File: src/rtl/logic_net_cap_pkg.sv
// Shared types and default parameters for the logic_net capture stage.
// Latency: n/a (types and constants only).
// Backpressure: n/a.
package logic_net_cap_pkg;

  // SHIFT is encoded as 1 so the state bit doubles as the Busy flag.
  typedef enum logic {
    IDLE  = 1'b0,
    SHIFT = 1'b1
  } cap_state_t;

  localparam int DEF_WIDTH     = 8;
  localparam int DEF_NUM_WORDS = 4;
  localparam int DEF_CNT_W     = 16;

endpackage

File: src/rtl/cap_fifo2.sv
// Two-entry register FIFO holding completed capture words; head is a flop.
// Latency: a pushed word is on dout one cycle after the push edge.
// Backpressure: a push into a full FIFO is accepted only with a same-cycle pop.
//
// Ports:
//   clk, rst   clock, asynchronous active-high reset
//   push, din  write request and word
//   pop        read request (ignored when empty)
//   dout       head entry (q0), held steady until popped
//   full/empty occupancy flags
module cap_fifo2 #(
  parameter int WIDTH = 8
) (
  input  logic             clk,
  input  logic             rst,
  input  logic             push,
  input  logic [WIDTH-1:0] din,
  input  logic             pop,
  output logic [WIDTH-1:0] dout,
  output logic             full,
  output logic             empty
);

  logic [WIDTH-1:0] q0;
  logic [WIDTH-1:0] q1;
  logic [1:0]       cnt;
  logic             push_ok;
  logic             pop_ok;

  assign full    = (cnt == 2'd2);
  assign empty   = (cnt == 2'd0);
  assign push_ok = push && (!full || pop);
  assign pop_ok  = pop && !empty;
  assign dout    = q0;

  // q0 is always the head; a pop shifts q1 forward, so dout never muxes.
  always_ff @(posedge clk or posedge rst) begin
    if (rst) begin
      q0  <= '0;
      q1  <= '0;
      cnt <= 2'd0;
    end else begin
      case ({push_ok, pop_ok})
        2'b10: begin
          if (cnt == 2'd0) q0 <= din;
          else             q1 <= din;
          cnt <= cnt + 2'd1;
        end
        2'b01: begin
          q0  <= q1;
          cnt <= cnt - 2'd1;
        end
        2'b11: begin
          // Occupancy unchanged; with one entry the new word becomes head.
          if (cnt == 2'd1) begin
            q0 <= din;
          end else begin
            q0 <= q1;
            q1 <= din;
          end
        end
        default: ;
      endcase
    end
  end

endmodule

File: src/rtl/logic_net_capture.sv
// Deserializes the logic_net OUT bit (MSB first) into WIDTH-bit words for a fixed-length run.
// Latency: word visible on Dout the cycle after its last bit is sampled.
// Backpressure: 2-entry buffer; a word completing while full with no pop is dropped (Overflow).
//
// Ports:
//   Clk, Rst             clock, asynchronous active-high reset
//   Start                run request, honoured in IDLE only
//   Din                  serial bit from logic_net OUT (same clock domain)
//   Dout/_valid/_ready   head word of the buffer with valid/ready handshake
//   Busy, Done           run in progress / one-cycle end-of-run pulse
//   Overflow             sticky word-dropped flag
//   Toggles              saturating count of Din changes since reset
module logic_net_capture
  import logic_net_cap_pkg::*;
#(
  parameter int WIDTH     = DEF_WIDTH,
  parameter int NUM_WORDS = DEF_NUM_WORDS,
  parameter int CNT_W     = DEF_CNT_W
) (
  input  logic             Clk,
  input  logic             Rst,
  input  logic             Start,
  input  logic             Din,
  output logic [WIDTH-1:0] Dout,
  output logic             Dout_valid,
  input  logic             Dout_ready,
  output logic             Busy,
  output logic             Done,
  output logic             Overflow,
  output logic [CNT_W-1:0] Toggles
);

  localparam int              BIT_W     = $clog2(WIDTH);
  localparam logic [BIT_W-1:0] LAST_BIT  = BIT_W'(WIDTH - 1);
  localparam logic [7:0]       LAST_WORD = 8'(NUM_WORDS - 1);

  cap_state_t       state;
  cap_state_t       state_nxt;
  logic [WIDTH-1:0] shreg;
  logic [WIDTH-1:0] word_nxt;
  logic [BIT_W-1:0] bit_cnt;
  logic [7:0]       word_cnt;
  logic             word_done;
  logic             last_word;
  logic             pop;
  logic             fifo_full;
  logic             fifo_empty;
  logic             drop;
  logic             prev_din;
  logic             primed;

  assign word_nxt  = {shreg[WIDTH-2:0], Din};
  assign word_done = (state == SHIFT) && (bit_cnt == LAST_BIT);
  assign last_word = word_done && (word_cnt == LAST_WORD);
  assign pop       = Dout_valid && Dout_ready;
  assign drop      = word_done && fifo_full && !pop;

  // ---- FSM: state register ----
  always_ff @(posedge Clk or posedge Rst) begin
    if (Rst) state <= IDLE;
    else     state <= state_nxt;
  end

  // ---- FSM: next state ----
  always_comb begin
    state_nxt = state;
    case (state)
      IDLE:    if (Start)     state_nxt = SHIFT;
      SHIFT:   if (last_word) state_nxt = IDLE;
      default:                state_nxt = IDLE;
    endcase
  end

  // ---- FSM: outputs ----
  always_comb begin
    Busy = (state == SHIFT);
  end

  // ---- Shift register, counters, run status ----
  always_ff @(posedge Clk or posedge Rst) begin
    if (Rst) begin
      shreg    <= '0;
      bit_cnt  <= '0;
      word_cnt <= '0;
      Done     <= 1'b0;
      Overflow <= 1'b0;
    end else begin
      Done <= last_word;
      if (drop) Overflow <= 1'b1;
      if (state == IDLE) begin
        // The last word leaves word_cnt at NUM_WORDS, so clear on entry.
        if (Start) begin
          bit_cnt  <= '0;
          word_cnt <= '0;
        end
      end else begin
        shreg <= word_nxt;
        if (word_done) begin
          bit_cnt  <= '0;
          word_cnt <= word_cnt + 1'b1;
        end else begin
          bit_cnt <= bit_cnt + 1'b1;
        end
      end
    end
  end

  // ---- Toggle counter: runs in every state; first post-reset sample only primes prev_din ----
  always_ff @(posedge Clk or posedge Rst) begin
    if (Rst) begin
      prev_din <= 1'b0;
      primed   <= 1'b0;
      Toggles  <= '0;
    end else begin
      prev_din <= Din;
      primed   <= 1'b1;
      if (primed && (Din != prev_din) && (Toggles != '1))
        Toggles <= Toggles + 1'b1;
    end
  end

  cap_fifo2 #(
    .WIDTH(WIDTH)
  ) u_fifo (
    .clk  (Clk),
    .rst  (Rst),
    .push (word_done),
    .din  (word_nxt),
    .pop  (pop),
    .dout (Dout),
    .full (fifo_full),
    .empty(fifo_empty)
  );

  assign Dout_valid = !fifo_empty;

endmodule

File: config.mk
export PLATFORM = sky130hd
export DESIGN_NAME = logic_net_capture
export DESIGN_NICKNAME = d
export VERILOG_FILES = /design/src/rtl/logic_net_cap_pkg.sv /design/src/rtl/cap_fifo2.sv /design/src/rtl/logic_net_capture.sv
export SDC_FILE = /design/constraint.sdc
export NUM_CORES = 1
export LEC_CHECK = 0
export CORE_UTILIZATION = 50
export CTS_BUF_LIST = sky130_fd_sc_hd__clkbuf_4
export CTS_CLUSTER_SIZE = 25
export DETAILED_ROUTE_END_ITERATION = 12
export PLACE_DENSITY = 0.73
export SLEW_MARGIN = 20
export SYNTH_ARGS = -nofsm -noshare
export SYNTH_HDL_FRONTEND = slang
export SYNTH_SLANG_ARGS = --single-unit
File: constraint.sdc
create_clock -name Clk -period 7.4 [get_ports Clk]
set_clock_uncertainty 0.15 [all_clocks]
set_input_delay 0.74 -clock Clk [delete_from_list [all_inputs] [get_ports Clk]]
set_output_delay 0.74 -clock Clk [all_outputs]
set_load 0.05 [all_outputs]
-- Yosys cells after proc, flatten, opt, wreduce, memory -nomap -nowiden
Index checks and enable logic that the tools add are counted.
Widths: inputs -> output; s select.
- add/sub/neg operators: 5
- equality and inequality tests: 13
- multiplexer cells: 16
- bitwise operators: 1
- reduce and logical (&&, ||, !) cells: 21
- operators with widths (kind ; number):
    $mux 8 ; 7
    $pmux 8 s3 ; 1
    $add 16x1->16 const B ; 1
    $ne 16x16->1 const B ; 1
    $pmux 8 s2 ; 1
    $logic_and 1x1->1 ; 9
    $mux 3 ; 3
    $add 8x1->8 const B ; 1
    $eq 8x2->1 const B ; 1
    $eq 2x2->1 const B ; 3
    $reduce_bool 2->1 ; 3
    $eq 2x1->1 const B ; 2
    $ne 2x1->1 const B ; 2
    $ne 2x2->1 const B ; 2
    $pmux 2 s2 ; 1
    $reduce_and 2->1 ; 2
    $add 3x1->3 const B ; 1
    $eq 3x3->1 const B ; 1
    $logic_not 1->1 ; 3
    $reduce_and 3->1 ; 1
    $reduce_bool 3->1 ; 1
    $add 2x1->2 const B ; 1
    $logic_not 2->1 ; 1
    $mux 1 ; 2
    other kinds (5) ; 5
- register bits: 57
- input port bits: 5
- output and inout bits: 28
- word-level logic and storage cells: 68

-- Longest topological paths before layout
Gate-level depths: netlist (run 1).
- depth after elaboration: 8
- gate-level depth with buffers: 11
- mapped depth without buffers: 11

-- Cells and area by module
A second synthesis (run 1) with hierarchy kept.
- cells, all modules: 241
- area total of the unflattened synthesis: 2748.9 um^2
- modules (own cells, without submodules) (module ; times used ; cells each ; area an instance (um^2)):
    logic_net_capture ; 1 ; 163 ; 1830.5
    cap_fifo2 ; 1 ; 78 ; 918.4

-- Worst setup path after synthesis (run 1)
OpenSTA, ideal clock, no wires.
- path kind: input to register
- start point: input port Dout_ready
- end point: register u_fifo.q1[0]
- setup time: 125 ps
- arrival: 2305 ps
- slack: 4820 ps
- cell stages on the path: 9
- path buffers: 1
- cells stage by stage: nand2b_1 > nand2_1 > nand2_1 > inv_1 > ha_1 > nand2b_1 > a22o_1 > clkbuf_1 > mux2_2
- cells in the longest elaborated chain, start to end: 6
- elaborated cells between the ends (all ways): 11
- those cells by class: eq/ne (4); mux (1); reduce/logical (6)
- RTL lines (item ; line ; text):
    from (decl) ; logic_net_capture.sv:26 ; input logic Dout_ready,
    $logic_and 1x1->1 (*) ; logic_net_capture.sv:55 ; assign pop = Dout_valid && Dout_ready;
    $logic_or 1x1->1 ; cap_fifo2.sv:32 ; assign push_ok = push && (!full || pop);
    $logic_and 1x1->1 ; cap_fifo2.sv:32 ;
    $eq 2x2->1 ; cap_fifo2.sv:43 ; case ({push_ok, pop_ok})
    $ne 2x2->1 (no line) or $reduce_bool 2->1 (tied branches) ; - ;
    $reduce_and 3->1 (no line) ; - ;
    to (signal assigned) ; cap_fifo2.sv:46 ; else q1 <= din;
    to (signal assigned) ; cap_fifo2.sv:59 ; q1 <= din;
    to (decl) ; cap_fifo2.sv:25 ; logic [WIDTH-1:0] q1;
Mark *: on every way between the ends. The rest lies on a longest branch, timed or not.
A chain may end at the register's enable or synchronous reset.

-- Worst setup path in the final report (run 1)
- start point: register u_fifo.cnt[0]
- end point: output port Dout_valid
- cells in the longest elaborated chain, start to end: 2
- RTL lines (item ; line ; text):
    from (decl) ; cap_fifo2.sv:26 ; logic [1:0] cnt;
    from (signal assigned) ; cap_fifo2.sv:47 ; cnt <= cnt + 2'd1;
    from (signal assigned) ; cap_fifo2.sv:51 ; cnt <= cnt - 2'd1;
    $logic_not 2->1 ; cap_fifo2.sv:31 ; assign empty = (cnt == 2'd0);
    $logic_not 1->1 ; logic_net_capture.sv:135 ; assign Dout_valid = !fifo_empty;
    to (decl) ; logic_net_capture.sv:25 ; output logic Dout_valid,
No other way between the ends.

==> results of run 1 <==
[state kept, by name, indices dropped and copies added (netlist names), 2 cells and up]
name and count:
u_fifo.q1 8, shreg 7, Toggles 16, u_fifo.cnt 2
word_cnt 8, u_fifo.dout 8, bit_cnt 3
[layer usage]
metal	wire (um)	track usage
met1	2340	0.2520
met2	2324	0.3045
met3	159	0.04072
met4	102	0.1058
met5	0	0
[logic make-up after synthesis]
| logic type | Yosys count |
|---|---|
| muxes | 19 |
| other | 1 |
| adders and majority gates | 12 |
| DFF | 57 |
| buffers and inverters | 16 |
| xor gates and xnor gates | 18 |
| and+or+nand+nor | 77 |
| AOI/OAI and AO/OA | 39 |
[cell usage after synthesis (all sizes together), types with 2 or more instances]
| master | instances |
|---|---|
| dfrtp | 57 |
| nor2 | 19 |
| nand2 | 18 |
| mux2 | 17 |
| xor2 | 16 |
| a21oi | 14 |
| ha | 12 |
| inv | 11 |
| a22oi | 8 |
| o21ai | 8 |
| nand4 | 6 |
| nor3 | 6 |
| and3 | 5 |
| nand3 | 5 |
| nand2b | 4 |
| buf | 3 |
| nor4 | 3 |
| a211oi | 2 |
| a22o | 2 |
| and4 | 2 |
| clkbuf | 2 |
| mux2i | 2 |
| nor3b | 2 |
| o32ai | 2 |
| or3 | 2 |
| xnor2 | 2 |
[through the flow]
step	power, W	setup slack (ns)	utilization
5_1_grt	0.001385	4.380	0.6339
4_1_cts	0.001314	4.457	0.6339
3_5_place_dp	0.001025	4.252	0.6002
6_report	0.001306	4.487	0.6339
3_3_place_gp	0.001006	4.379	0.6002
2_1_floorplan	0.0008690	4.820	-
[worst paths after layout]
kind,to,slack (ns),depth (start not counted)
setup / recovery,Dout_valid,4.49,4
hold / removal,Toggles[15],0.34,1
setup reg to reg,u_fifo.q1[2],4.66,10
hold reg to reg,Toggles[15],0.34,1
max in group asynchronous,bit_cnt[0],5.94,3
min in group asynchronous,Toggles[15],0.70,3
[report_power, final]
group          total, W  switching, W  internal [W]
logic          0.000520      0.000315      0.000205
clock network  0.000286      0.000118      0.000168
registers      0.000499     0.0000860      0.000413
total           0.00131      0.000519      0.000786
[area by class of cell]
class                   instances  area [um^2]
repair buffers                 33        327.8
fillers                       429         1906
flip-flops and latches         57         1426
multi-input cells             166         1241
inverters                      11        41.29
well taps                      70        87.58
clock inverters                 6        107.6
clock buffers                   9        67.56
==> flow_summary.ini, run 1 <==
[run_status]
status = complete, no violations

[setup_path]
criticalPathCategory = reg -> out
critPathArrivalTime_ns = 2.02
cp-startpoint = u_fifo.cnt[0]
worstReg2RegStart = u_fifo.cnt[0]
crit_top_cell = inv_1
cp_slowest_stage_delay_ns = 0.81
start_kind = flop
cp_cell_sequence = inv_1 > ha_1 > inv_1 > clkdlybuf4s50_1
end_kind = output pin
cp_slowest_cell = clkdlybuf4s50_1
worst-path-max-fanout = 4
path_delay_family = buffers and inverters
crit_buf_inv = 3
worstPathRequired_ns = 6.51

[clock_network]
cts_max_level = 3
clock-root-buffer = clkbuf_4
cts-resized-gates = 0
cts.sinks = 57
post-cts-setup-buffers = 0
clk_pin_slew_ns = 0.11
cts_hold_buffers = 0
clock_path_buffers = 2
cts_tree = done
cts_made_buffers = 9
worstSkewPairLatency_ns = 0.39

[finish]
mostFrequentLayoutCell = dfrtp_1
final_nets = 295
drive_gt1_frac = 0.1560
layout.cells.non_filler = 352
syn_to_final_growth_pct = 20.25
design_area_mm2 = 0.003299
final_cell_mix = dfrtp_1, clkdlybuf4s50_1, nand2_1, nor2_1
num_antenna_cells = 0

[logic_synthesis]
ys_seq_elements = 57
synth_compound_area_frac = 0.09485
synth_edf_count = 0
ys_seq_area_frac = 0.5198
syn-num-nets = 256
yosys_warnings = 0
synth.area.mux_share = 0.07843
syn-instance-count = 239
yosysUniqueCellTypes = 42
yosys.area_share.simple = 0.1655
async_flop_share = 1.000
ys_top_cells_by_area = dfrtp_1, mux2_2, ha_1
synth_top_cell_area_share = 0.5198
synth_xor_area_frac = 0.05746
synth_top_family_by_area = simple AND/OR/NAND/NOR gates
ys.flop_type = dfrtp_1
avgSynthCellArea_um2 = 11.48
syn_area_mm2 = 0.002744
synthAdderAreaFrac = 0.05472
synth_top_area_cell = dfrtp_1

[timing]
fin_crit_sh = 0.3936
hold_slack_ns = 0.3373
setup_viol = 0
hold_viol_final = 0
timing.fmax_mhz = 343.3
fin_crit_ns = 2.913
worstMarginPinSlew_ns = 0.6884
maxSlewViolCount = 0
rsz0062_at_grt = false
tns_ns = 0
maxSlewHeadroom = 0.5410

[placed_design]
gp_routability_congestion = 0.7960
hpwl_um = 3338
port_buffers = 32
place_area_mm2 = 0.003124
placedCellCount = 337

[route]
ant_nets = 0
detail_route.wirelength_um = 4927
via_per_inst = 5.440
vias = 1915
dr.first_iter.drc_count = 139
wl_per_cell_um = 14.00
drtPass1Iterations = 4
drc_errors = 0

[global_routing]
grt_pass1_vias = 1874
grt_pass1_wl_um = 8721
grt_overflow_total = 0
grt_start_max_net_pins = 58
grtUsageTotal = 0.1939
antenna_found_initial = 0

[die]
die_y_um = 76.08
die_area_mm2 = 0.005788
die_w_um = 76.08
core_mm2 = 0.005205
rows = 26
pin_count = 33
start_util = 0.5272

[power]
peakVddDrop_mv = 0.3039
cellPowerDensity_mw_per_mm2 = 395.7
leakagePower_nw = 1.553

[worst_hold_path]
hold_start = Toggles[15]
hp-class = reg -> reg

[job]
drv_cap = 0
(Power assumes the default switching activity.)
==> run 2: changes to the inputs <==
- clock period: 7.4 -> 2.7 ns (I/O delays scaled with it)
==> run 2 against run 1 <==
Net effect: core utilization is 0.79 points higher; largest cell class unchanged; critical path depth is 5 higher; via count is 1.3% lower; flip-flop and latch count stayed put; largest power group unchanged; power grew to 2.8 times the previous value.
==> flow_summary.ini, run 2 (synthesized netlist as in run 1, its figures left out) <==
[timing]
fin_crit_sh = 0.9340
timing.fmax_mhz = 396.5
rsz0062_at_grt = false
maxSlewViolCount = 0
maxSlewHeadroom = 0.5280
hold_viol_final = 0
worstMarginPinSlew_ns = 0.7080
fin_crit_ns = 2.522
tns_ns = 0
hold_slack_ns = 0.2349
setup_viol = 0

[clock_network]
clock-root-buffer = clkbuf_4
cts_made_buffers = 9
cts_hold_buffers = 0
cts_max_level = 3
cts-resized-gates = 0
clk_pin_slew_ns = 0.10
clock_path_buffers = 2
cts_tree = done
post-cts-setup-buffers = 0
worstSkewPairLatency_ns = 0.38
cts.sinks = 57

[placed_design]
hpwl_um = 3468
port_buffers = 32
gp_routability_congestion = 0.7760

[job]
drv_cap = 0

[route]
vias = 1890
dr.first_iter.drc_count = 126
via_per_inst = 5.324
drc_errors = 0
ant_nets = 0
detail_route.wirelength_um = 5009
wl_per_cell_um = 14.11
drtPass1Iterations = 4

[die]
start_util = 0.5272
die_w_um = 76.08
die_area_mm2 = 0.005788
rows = 26
core_mm2 = 0.005205
die_y_um = 76.08
pin_count = 33

[global_routing]
grt_pass1_wl_um = 8804
grtUsageTotal = 0.1945
antenna_found_initial = 0
grt_start_max_net_pins = 58
grt_pass1_vias = 1872
grt_overflow_total = 0

[setup_path]
worstPathRequired_ns = 2.83
end_kind = flop
r2r_end = u_fifo.q1[5]
reg2reg_slack_ns = 0.18
cp_cell_sequence = ha_1 > ha_1 > and2_1 > nand2_1 > inv_1 > ha_1 > nand2b_1 > a22o_2 > mux2_2
worst-path-max-fanout = 8
crit_top_cell = ha_1
criticalPathCategory = reg -> reg
rr_worst_depth = 9
cp_slowest_stage_delay_ns = 0.42
critPathArrivalTime_ns = 2.65
start_kind = flop
cp_slowest_cell = dfrtp_1
worstReg2RegStart = bit_cnt[0]

[finish]
nFillCells = 414
largest-register = Toggles
fin_util = 0.6418
multi_input_area_mm2 = 0.001242
final_cell_mix = dfrtp_1, clkdlybuf4s50_1, nand2_1, nor2_1
num_antenna_cells = 0
drive_gt1_frac = 0.1614
mostFrequentLayoutCell = dfrtp_1
final_nets = 297
register_area_mm2 = 0.001426
largest_reg_flops = 16
syn_to_final_growth_pct = 21.75

[run_status]
status = complete, no violations

[power]
peakVddDrop_mv = 0.7706
cellPowerDensity_mw_per_mm2 = 1104
p_total_w = 0.003688
leakagePower_nw = 1.576

[worst_hold_path]
hp-class = in -> async
-- run 2: metrics by stage --
stage                     setup WS [ns]  cells  instance area [um^2]
after floorplan                  0.1800    239                  2744
final                            0.1781    355                  3341
after global placement           0.2250    339                  3139
after CTS                       0.09035    355                  3339
after detailed placement         0.1097    339                  3139
after global routing           0.008126    355                  3341
-- run 2: where the power goes --
| group | leakage (nW) | switching, W | total, W | internal (W) |
|---|---|---|---|---|
| Combinational | 0.772 | 0.000874 | 0.00145 | 0.000572 |
| Sequential | 0.699 | 0.000237 | 0.00137 | 0.00113 |
| Clock | 0.105 | 0.000318 | 0.000873 | 0.000555 |
| Total | 1.58 | 0.00143 | 0.00369 | 0.00226 |
-- run 2: layout make-up --
class	count	share of cell area
sequential	57	0.4270
tap	70	0.02622
inverter	11	0.01236
timing repair buffer	35	0.1026
clock inverter	7	0.03970
multi-input combinational	166	0.3719
clock buffer	9	0.02022
-- run 2: worst max-delay path by stage --
stage / slack (ns) / from / end / depth (start not counted)
6_report: 0.18 / bit_cnt[0] / u_fifo.q1[5] / 9
4_1_cts: 0.09 / bit_cnt[0] / u_fifo.q1[5] / 9
5_1_grt: 0.008 / bit_cnt[0] / u_fifo.dout[4] / 10
3_3_place_gp: 0.22 / bit_cnt[0] / u_fifo.q1[1] / 9
2_1_floorplan: 0.18 / u_fifo.cnt[0] / u_fifo.q1[0] / 11
3_5_place_dp: 0.11 / bit_cnt[0] / u_fifo.q1[3] / 9
-- run 2: metal layers --
layer | up-vias | GRT usage | share of wire
li1 | 934 | - | -
met1 | 918 | 0.2566 | 0.48
met2 | 33 | 0.3073 | 0.47
met3 | 5 | 0.05988 | 0.036
met4 | 0 | 0.06346 | 0.011
met5 | - | 0 | 0
-- run 2: critical path, delay by kind of cell, from the launching register on --
family	cells	cell delay, ns
AOI/OAI and AO/OA	1	0.31
and+or+nand+nor	3	0.48
adders and majority gates	3	0.68
muxes	1	0.30
buffers and inverters	1	0.09
DFF	1	0.42
